===== config.mk =====
export PLATFORM = sky130hd
export DESIGN_NAME = perf_snapshot_reader
export DESIGN_NICKNAME = d
export VERILOG_FILES = /design/src/rtl/perf_snapshot_reader.sv
export SDC_FILE = /design/constraint.sdc
export NUM_CORES = 1
export LEC_CHECK = 0
export BUFFER_PORTS_ARGS = -buffer_cell sky130_fd_sc_hd__buf_2
export CAP_MARGIN = 0
export CORE_UTILIZATION = 39
export CTS_BUF_LIST = sky130_fd_sc_hd__clkbuf_4 sky130_fd_sc_hd__clkbuf_8
export DETAILED_ROUTE_END_ITERATION = 6
export GPL_TIMING_DRIVEN = 0
export PLACE_DENSITY = 0.65
export SETUP_SLACK_MARGIN = 0.1
export SLEW_MARGIN = 40
export SYNTH_ARGS = -nofsm -noshare
export SYNTH_HDL_FRONTEND = slang
export SYNTH_SLANG_ARGS = --single-unit

===== constraint.sdc =====
create_clock -name clk -period 12.4 [get_ports clk]
set_input_delay 0.62 -clock clk [delete_from_list [all_inputs] [get_ports clk]]
set_output_delay 0.62 -clock clk [all_outputs]
set_load 0.03 [all_outputs]

===== src/rtl/perf_snapshot_reader.sv =====
// perf_snapshot_reader: snapshots cycle/inst counters and streams framed delta records
module perf_snapshot_reader #(
    parameter int CYC_W  = 64,
    parameter int INST_W = 64
) (
    input  logic              clk,
    input  logic              rst,
    input  logic [CYC_W-1:0]  cycle_count,
    input  logic [INST_W-1:0] inst_count,
    input  logic              snap_req,
    input  logic              clear_base,
    output logic              busy,
    output logic              out_valid,
    input  logic              out_ready,
    output logic [31:0]       out_data,
    output logic              out_last
);
    localparam int BEATS = 1 + CYC_W / 32 + INST_W / 32;
    localparam int REC_W = 32 * BEATS;
    localparam int IDX_W = $clog2(BEATS + 1);
    typedef enum logic {IDLE, SEND} state_t;
    state_t            state, state_n;
    logic [CYC_W-1:0]  base_cyc;
    logic [INST_W-1:0] base_inst;
    logic [15:0]       seq, seq_n;
    logic              dropped;
    logic [REC_W-1:0]  rec;
    logic [IDX_W-1:0]  idx;
    logic              accept, xfer, last;
    always_comb begin
        accept    = (state == IDLE) && snap_req;
        out_valid = (state == SEND);
        busy      = out_valid;
        xfer      = out_valid && out_ready;
        last      = idx == IDX_W'(BEATS - 1);
        out_last  = out_valid && last;
        out_data  = out_valid ? rec[31:0] : 32'd0;
        seq_n     = seq + 16'd1;
        state_n   = accept ? SEND : (xfer && last) ? IDLE : state;
    end
    always_ff @(posedge clk or posedge rst) begin
        if (rst) state <= IDLE;
        else state <= state_n;
    end
    // The record is frozen at accept and shifted out LSW-first, so live counter motion never leaks in.
    always_ff @(posedge clk or posedge rst) begin
        if (rst) begin
            base_cyc  <= '0;
            base_inst <= '0;
            seq       <= '0;
            dropped   <= 1'b0;
            rec       <= '0;
            idx       <= '0;
        end else begin
            if (accept) begin
                rec       <= {inst_count - base_inst, cycle_count - base_cyc, 8'hA5, 7'd0, dropped, seq_n};
                base_cyc  <= cycle_count;
                base_inst <= inst_count;
                seq       <= seq_n;
                dropped   <= 1'b0;
                idx       <= '0;
            end else if (state == IDLE && clear_base) begin
                base_cyc  <= cycle_count;
                base_inst <= inst_count;
            end
            if (state == SEND && snap_req) dropped <= 1'b1;
            if (xfer) begin
                rec <= rec >> 32;
                idx <= idx + IDX_W'(1);
            end
        end
    end
endmodule


==> impl_metrics.env, run 1 <==
export IMPL_outcome="completed"
export IMPL_syn_area_per_cell_sq_um=9.44
export IMPL_die_h_microns=225
export IMPL_drive_gt1_frac=0.184
export IMPL_synth_edf_count=0
export IMPL_fin_skew_ns=0.0356
export IMPL_fin_crit_sh=0.317
export IMPL_dieArea_sq_um=50800
export IMPL_synth_ff_type="dfrtp_1"
export IMPL_htreeDepth=2
export IMPL_arrival_ns=4.42
export IMPL_root_buffer="clkbuf_8"
export IMPL_crit_family="compound AO/OA/AOI/OAI gates"
export IMPL_cp_slowest_cell="o41ai_1"
export IMPL_synth_cell_types=85
export IMPL_path_cells="inv_1, ha_1, nor2b_1, o31a_1, o41ai_1, a311o_1, o211ai_1, a21boi_1, o31ai_1, a221oi_1, nand3b_1, nand2_1, xor2_1, o21ai_1"
export IMPL_clock_path_buffers=3
export IMPL_maxCapViolations=0
export IMPL_hpwlAfterDp_microns=43200
export IMPL_reg2reg_depth=14
export IMPL_synth_most_common_cell="dfrtp_1"
export IMPL_dr_pass1_iters=6
export IMPL_routed_wl_microns=55300
export IMPL_synthDominantCellAreaShare=0.397
export IMPL_port_buffer_count=167
export IMPL_fin_crit_ns=3.93
export IMPL_diodes=0
export IMPL_min_from="inst_count[6]"
export IMPL_vias=16500
export IMPL_synth_seq_cells=309
export IMPL_power_leakage_nw=10.5
export IMPL_ant_nets=0
export IMPL_setup_tns_ns=0
export IMPL_core_area_sq_um=49100
export IMPL_num_io_pins=168
export IMPL_grt_pass1_vias=16000
export IMPL_cpPeakStageDelay_ns=0.53
export IMPL_seq_area_frac_synth=0.397
export IMPL_endpoint_kind="flop"
export IMPL_synthTopCellsByArea="dfrtp_1 40%, ha_1 8.3%, mux2_2 7.2%, o21ai_0 4.4%, a22oi_1 4.0%"
export IMPL_hold_viol=0
export IMPL_insertion_delay_ns=0.65
export IMPL_holdPathEnd="base_inst[6]"
export IMPL_ys_warnings_count=0
export IMPL_grt_first_pass_wirelength_microns=86700
export IMPL_synthArstFlopShare=1.00
export IMPL_rsz0062_at_grt="no"
export IMPL_viasPerCell=5.50
export IMPL_synth_cells=2062
export IMPL_initial_utilization=0.397
export IMPL_layout_nets=2556
export IMPL_timing_rr_start="base_inst[2]"
export IMPL_drt_iter0_drc=1135
export IMPL_regArea_sq_um=7730
export IMPL_grt_usage=0.218
export IMPL_ctsHoldBuffers=1
export IMPL_final_util=0.458
export IMPL_worstHoldPathType="primary input to flop"
export IMPL_min_path_cells=2
export IMPL_peakVddDrop_mv=0.125
export IMPL_wl_per_cell_microns=18.5
export IMPL_cp_num_buf_inv=1
export IMPL_area_growth_pct=15.3
export IMPL_timing_rr_end="rec[158]"
export IMPL_cts_resized=0
export IMPL_multiInputGateArea_sq_um=10700
export IMPL_yosys_area_top_type="dfrtp_1"
export IMPL_post_cts_buffers=0
export IMPL_cp_required_ns=12.89
export IMPL_grt_overflow=0
export IMPL_cts_sinks=309
export IMPL_clk_pin_slew_worst_paths_ns=0.06
export IMPL_gp_congestion=0.888
export IMPL_r2r_setup_slack_ns=8.47
export IMPL_critPathKind="flop to flop"
export IMPL_syn_nets=2326
export IMPL_setup_violations=0
export IMPL_rows=81
export IMPL_synthTopCellsByCount="309 x dfrtp_1, 173 x o21ai_0, 157 x inv_1"
export IMPL_powerDensity_nw_per_um2=271
export IMPL_antenna_found_initial=1
export IMPL_drc=0
export IMPL_syn_area_sq_um=19500
export IMPL_clock_fmax_mhz=254
export IMPL_grt_max_degree=77
export IMPL_fillers=4817
export IMPL_tightest_slew_ns=0.896
export IMPL_cp_max_fo=4
export IMPL_slew_headroom=0.403
export IMPL_cp_start_kind="flop"
export IMPL_finalMaxSlewViolations=0
export IMPL_cts_buffers=56
export IMPL_die_w_microns=225
export IMPL_cts_tree="yes"
[flip-flops by register name, summed over array words and instances, names as in the netlist]
signal,cells
base_inst,64
busy,1
dropped,1
idx,3
rec,160
base_cyc,64
seq,16
[placed cells by master (no fill, tap or decap), types with 41 or more instances in the layout]
master / synthesis / routed
nand3_1: 41 / 41
a21oi_1: 119 / 119
clkbuf_8: 0 / 65
buf_2: 3 / 170
inv_1: 157 / 156
ha_1: 129 / 129
a22oi_1: 103 / 103
nand2_1: 156 / 156
xnor2_1: 83 / 83
xor2_1: 61 / 61
o21ai_0: 173 / 173
clkbuf_1: 102 / 100
a21o_1: 61 / 61
dfrtp_1: 309 / 309
nor2_1: 83 / 83
mux2_2: 125 / 125
[per-stage QoR]
| step | std cells | cell area [sq um] | setup WS (ns) | total power [W] | hold WS, ns |
|---|---|---|---|---|---|
| CTS | 2994 | 22400 | 8.52 | 0.00610 | 0.166 |
| finish | 2994 | 22400 | 8.47 | 0.00609 | 0.214 |
| floorplan | 2062 | 19500 | 3.24 | 0.00408 | 0.431 |
| global route | 2994 | 22400 | 8.20 | 0.00654 | 0.193 |
| global placement | 2893 | 21100 | -0.145 | 0.00497 | 0.466 |
| detailed placement | 2897 | 21300 | 8.12 | 0.00504 | 0.470 |
[power by group]
group	internal, W	total [W]	leakage, nW	switching (W)
combinational	0.00136	0.00335	5.95	0.00200
sequential	0.00142	0.00171	3.93	0.000291
clock	0.000587	0.00103	0.624	0.000439
total	0.00336	0.00609	10.5	0.00273
[routing by layer]
layer,track usage,part of all wire,vias to the layer above
li1,-,-,7853
met1,0.288,0.45,8010
met2,0.350,0.46,516
met3,0.0416,0.062,96
met4,0.0887,0.034,2
met5,0,0.00014,-
[layout make-up]
| class | instances | share of cell area |
|---|---|---|
| inverter | 157 | 0.0266 |
| clock inverter | 14 | 0.00686 |
| sequential | 309 | 0.344 |
| multi-input combinational | 1487 | 0.478 |
| timing repair buffer | 172 | 0.0426 |
| clock buffer | 82 | 0.0455 |
| tap | 664 | 0.0370 |
| buffer | 109 | 0.0187 |
[cell families (layout without fill, tap and decap cells)]
kind of cell | count (synthesis) | count (layout) | synth area share
DFF | 309 | 309 | 0.397
xor gates and xnor gates | 144 | 144 | 0.0648
adders and majority gates | 131 | 131 | 0.0850
muxes | 128 | 128 | 0.0738
and+or+nand+nor | 417 | 417 | 0.103
AOI/OAI and AO/OA | 667 | 667 | 0.225
buffers and inverters | 266 | 534 | 0.0517
[how the worst max path moves through the flow]
stage | startpoint | end | slack [ns] | cells after the start
detailed placement | inst_count[0] | rec[144] | 8.12 | 16
CTS | base_inst[0] | rec[144] | 8.52 | 14
finish | base_inst[2] | rec[158] | 8.47 | 14
global placement | rst | base_inst[46] | -0.15 | 2
global route | base_inst[0] | rec[144] | 8.20 | 14
floorplan | rst | base_cyc[0] | 3.24 | 1
(Power assumes the default switching activity.)
==> run 2: changes to the inputs <==
- clock period: 12.4 -> 3.65 ns (I/O delays scaled with it)
==> impl_metrics.env, run 2 (same netlist as run 1, synthesis figures left out) <==
export IMPL_fin_crit_ns=3.47
export IMPL_grt_max_degree=27
export IMPL_core_area_sq_um=49100
export IMPL_cpMostUsedCell="o21ai_1"
export IMPL_arrival_ns=4.02
export IMPL_path_cells="ha_2, fa_2, nor2b_2, o31a_1, o21ai_1, nand2b_1, a31oi_2, a221oi_2, and3_1, a31oi_1, o41ai_2, a221oi_1, xor2_1, o21ai_1"
export IMPL_reg2reg_depth=14
export IMPL_final_area_sq_um=24400
export IMPL_cts_tree="yes"
export IMPL_critPathKind="flop to flop"
export IMPL_worstHoldPathType="primary input to flop"
export IMPL_viasPerCell=5.42
export IMPL_cp_required_ns=4.20
export IMPL_drc=0
export IMPL_routed_wl_microns=57100
export IMPL_dr_pass1_iters=6
export IMPL_powerDensity_nw_per_um2=882
export IMPL_layout_commonest_cell="dfrtp_1"
export IMPL_r2r_setup_slack_ns=0.18
export IMPL_timing_rr_end="rec[144]"
export IMPL_tightest_slew_ns=0.921
export IMPL_hold_viol=0
export IMPL_area_growth_pct=25.3
export IMPL_gp_congestion=0.897
export IMPL_setup_violations=0
export IMPL_ant_nets=0
export IMPL_initial_utilization=0.397
export IMPL_htreeDepth=2
export IMPL_num_io_pins=168
export IMPL_peakVddDrop_mv=0.423
export IMPL_preCtsSetupSlack_ns=-0.202
export IMPL_finalMaxSlewViolations=0
export IMPL_rows=81
export IMPL_layout_common_cells="309 x dfrtp_1, 172 x o21ai_0, 170 x buf_2, 156 x nand2_1, 156 x inv_1"
export IMPL_regMostFlops="rec"
export IMPL_diodes=0
export IMPL_clock_path_buffers=3
export IMPL_final_util=0.497
export IMPL_drive_gt1_frac=0.197
export IMPL_port_buffer_count=167
export IMPL_fin_skew_ns=0.0229
export IMPL_hpwlAfterDp_microns=43700
export IMPL_drt_iter0_drc=1344
export IMPL_antenna_found_initial=0
export IMPL_timing_rr_start="base_inst[0]"
export IMPL_worst_slack_ns=0.177
export IMPL_cp_max_fo=3
export IMPL_cp_slowest_cell="o41ai_2"
export IMPL_largestRegisters="rec x160, base_cyc x64, base_inst x64"
export IMPL_grt_first_pass_wirelength_microns=89900
export IMPL_clk_pin_slew_worst_paths_ns=0.06
export IMPL_whs_ns=0.0784
export IMPL_endpoint_kind="flop"
export IMPL_cts_buffers=58
export IMPL_crit_end="rec[144]"
export IMPL_wl_per_cell_microns=18.1
export IMPL_vias=17100
export IMPL_grt_pass1_vias=16700
export IMPL_outcome="completed"
export IMPL_insertion_delay_ns=0.68
export IMPL_largest_register_ffs=160
export IMPL_grt_usage=0.225
export IMPL_maxCapViolations=0
export IMPL_placed_area_sq_um=21500
export IMPL_clock_fmax_mhz=288
export IMPL_rsz0062_at_grt="yes"
export IMPL_cts_sinks=309
export IMPL_power_leakage_nw=11.3
export IMPL_cp_start_kind="flop"
export IMPL_die_w_microns=225
export IMPL_fin_crit_sh=0.952
export IMPL_cpPeakStageDelay_ns=0.39
export IMPL_crit_path_start="base_inst[0]"
export IMPL_dieArea_sq_um=50800
export IMPL_slew_headroom=0.386
export IMPL_die_h_microns=225
export IMPL_grt_overflow=0
export IMPL_layout_nets=2708
export IMPL_root_buffer="clkbuf_8"
-- run 2: cell types whose count changed in the layout (fill, tap and decap cells not counted), sizes merged --
cell,previous run,this run
dlygate4sd3,1,130
buf,178,203
clkinv,8,10
clkbuf,184,185
-- run 2: worst max-delay path: cells and delay by family (launching register included) --
| family | cells | cell delay, ns |
|---|---|---|
| and+or+nand+nor | 3 | 0.60 |
| AOI/OAI and AO/OA | 8 | 1.62 |
| xor gates and xnor gates | 1 | 0.22 |
| adders and majority gates | 2 | 0.54 |
| DFF | 1 | 0.38 |
-- run 2: worst min path at each step --
stage                         start           end  slack, ns  cells after the start
finish                    out_ready        idx[0]       0.08                      3
CTS                       out_ready        idx[0]       0.05                      3
global route              out_ready        idx[0]       0.05                      3
detailed placement              rst       seq[13]       0.22                      2
global placement    cycle_count[14]  base_cyc[14]       0.44                      2
floorplan           cycle_count[61]  base_cyc[61]       0.33                      1
-- run 2: through the flow --
stage / total power, W / cells / TNS (ns)
6_report: 0.0215 / 3151 / 0
4_1_cts: 0.0212 / 3145 / 0
3_5_place_dp: 0.0172 / 2907 / -0.566
2_1_floorplan: 0.0139 / 2062 / -199.44
3_3_place_gp: 0.0169 / 2893 / -741.28
5_1_grt: 0.0231 / 3151 / 0
-- run 2: layout make-up --
| type | count | area (sq um) |
|---|---|---|
| Tap cell | 664 | 831 |
| Multi-Input combinational cell | 1487 | 11000 |
| Fill cell | 4608 | 24700 |
| Sequential cell | 309 | 7730 |
| Buffer | 105 | 403 |
| Clock buffer | 87 | 1100 |
| Timing Repair Buffer | 326 | 2570 |
| Inverter | 157 | 593 |
| Clock inverter | 16 | 176 |
-- run 2: metal layers --
metal	share of wire	GRT usage	vias up
met5	0	0	-
met4	0.029	0.0720	0
met3	0.058	0.0426	93
met2	0.47	0.367	486
met1	0.44	0.298	8321
li1	-	-	8163
-- run 2: power by group --
group / leakage (nW) / switching (W) / internal [W]
combinational: 6.72 / 0.00703 / 0.00498
sequential: 3.93 / 0.000984 / 0.00483
clock: 0.678 / 0.00156 / 0.00213
total: 11.3 / 0.00958 / 0.0119
-- run 2: timing repair --
| action | in CTS | in global routing |
|---|---|---|
| hold buffers | 130 | 0 |
| setup endpoints to repair | 11 | 23 |
| setup buffers | 5 | 10 |
| endpoints found under the hold margin | 200 | 0 |
| pin swaps | 6 | 17 |
| gates resized for setup | 8 | 34 |
==> run 3: changes to the inputs <==
- clock period: 3.65 -> 4.2 ns (I/O delays scaled with it)
==> impl_metrics.env, run 3 (same netlist as run 1, synthesis figures left out) <==
export IMPL_clk_pin_slew_worst_paths_ns=0.06
export IMPL_num_io_pins=168
export IMPL_hold_viol=0
export IMPL_dieArea_sq_um=50800
export IMPL_grt_first_pass_wirelength_microns=89700
export IMPL_largestRegisters="rec x160, base_cyc x64, base_inst x64"
export IMPL_placed_cells=2907
export IMPL_drt_iter0_drc=1267
export IMPL_power_internal_w=0.0102
export IMPL_whs_ns=0.114
export IMPL_cts_sinks=309
export IMPL_worstHoldPathType="primary input to flop"
export IMPL_worst_slack_ns=0.329
export IMPL_fillers=4643
export IMPL_cts_tree="yes"
export IMPL_rows=81
export IMPL_peakVddDrop_mv=0.358
export IMPL_largest_register_ffs=160
export IMPL_grt_max_degree=27
export IMPL_area_growth_pct=23.5
export IMPL_grt_usage=0.224
export IMPL_initial_utilization=0.397
export IMPL_powerDensity_nw_per_um2=760
export IMPL_rsz0062_at_grt="no"
export IMPL_regMostFlops="rec"
export IMPL_htreeDepth=2
export IMPL_wl_per_cell_microns=18.0
export IMPL_critPathKind="flop to flop"
export IMPL_fin_crit_sh=0.922
export IMPL_power_frac_seq=0.276
export IMPL_diodes=0
export IMPL_die_h_microns=225
export IMPL_routed_wl_microns=56400
export IMPL_preCtsSetupSlack_ns=0.320
export IMPL_grt_overflow=0
export IMPL_cp_start_kind="flop"
export IMPL_insertion_delay_ns=0.67
export IMPL_layout_common_cells="309 x dfrtp_1, 173 x o21ai_0, 170 x buf_2, 156 x nand2_1, 156 x inv_1"
export IMPL_multiInputGateArea_sq_um=10700
export IMPL_setup_violations=0
export IMPL_maxCapViolations=0
export IMPL_clock_path_buffers=3
export IMPL_viasPerCell=5.37
export IMPL_endpoint_kind="flop"
export IMPL_die_w_microns=225
export IMPL_p_sw_w=0.00813
export IMPL_root_buffer="clkbuf_8"
export IMPL_arrival_ns=4.40
export IMPL_final_util=0.490
export IMPL_power_leakage_nw=11.2
export IMPL_ant_nets=0
export IMPL_slew_headroom=0.389
export IMPL_switching_share=0.445
export IMPL_final_cells=3140
export IMPL_finalMaxSlewViolations=0
export IMPL_dr_pass1_iters=5
export IMPL_power_frac_comb=0.548
export IMPL_tightest_slew_ns=0.917
export IMPL_clockPowerShare=0.176
export IMPL_layout_nets=2697
export IMPL_drc=0
export IMPL_clock_fmax_mhz=258
export IMPL_drive_gt1_frac=0.180
export IMPL_fin_skew_ns=0.0243
export IMPL_vias=16800
export IMPL_setup_tns_ns=0
export IMPL_port_buffer_count=167
export IMPL_grt_pass1_vias=16600
export IMPL_fin_crit_ns=3.87
export IMPL_core_area_sq_um=49100
export IMPL_regArea_sq_um=7730
export IMPL_gp_congestion=0.897
export IMPL_hpwlAfterDp_microns=43700
export IMPL_outcome="completed"
export IMPL_layout_commonest_cell="dfrtp_1"
export IMPL_antenna_found_initial=0
export IMPL_cts_buffers=58
export IMPL_cp_max_fo=4
export IMPL_cp_required_ns=4.72
export IMPL_r2r_setup_slack_ns=0.33
## run 3: cell count changes in the layout (fill, tap and decap cells not counted), sizes merged
cell    change
buf        -15
clkbuf      +4
## run 3: worst paths after layout
kind / from / endpoint / cells past startpoint
worst max-delay path: base_inst[2] / rec[156] / 14
worst min-delay path: out_ready / idx[0] / 3
worst max register to register: base_inst[2] / rec[156] / 14
worst min register to register: rec[26] / rec[26] / 1
max in group asynchronous: rst / base_cyc[52] / 8
min in group asynchronous: rst / rec[15] / 3
## run 3: area by class of cell
class / instances / area share
Sequential cell: 309 / 0.321
Clock buffer: 87 / 0.0456
Buffer: 109 / 0.0174
Clock inverter: 16 / 0.00733
Timing Repair Buffer: 311 / 0.102
Inverter: 157 / 0.0247
Multi-Input combinational cell: 1487 / 0.447
Tap cell: 664 / 0.0345
## run 3: power groups by stage
stage	Combinational [W]	Sequential, W	Clock [W]
6_report	0.0100	0.00505	0.00321
5_1_grt	0.0111	0.00516	0.00342
2_1_floorplan	0.00736	0.00469	0
3_5_place_dp	0.00986	0.00505	0
3_3_place_gp	0.00968	0.00501	0
4_1_cts	0.0100	0.00501	0.00329
## run 3: worst max-delay path, stage by stage (launching register included)
cell	delay, ns
dfrtp_1	0.35
inv_1	0.05
ha_1	0.31
nor2b_1	0.17
o31a_1	0.28
o41ai_1	0.56
a311o_1	0.35
o211ai_1	0.24
a21boi_1	0.34
or2_1	0.19
o21bai_2	0.10
a211oi_1	0.34
o21ai_1	0.17
xnor2_1	0.20
o21ai_0	0.10
## run 3: layer usage
layer	part of all wire	GRT usage	wire [microns]
met1	0.45	0.297	25300
met2	0.47	0.368	26500
met3	0.056	0.0426	3140
met4	0.027	0.0709	1550
met5	0	0	0
## run 3: per-stage QoR
step,total power (W),cell area [sq um]
2_1_floorplan,0.0120,19500
3_3_place_gp,0.0147,21100
3_5_place_dp,0.0149,21500
4_1_cts,0.0183,24000
5_1_grt,0.0197,24100
6_report,0.0183,24100
## run 3: repair_timing
item	4_1_cts	5_1_grt
hold buffers	130	0
gates resized for setup	0	1
endpoints found under the hold margin	184	0
setup endpoints to repair	0	1
buffers inserted	0	0
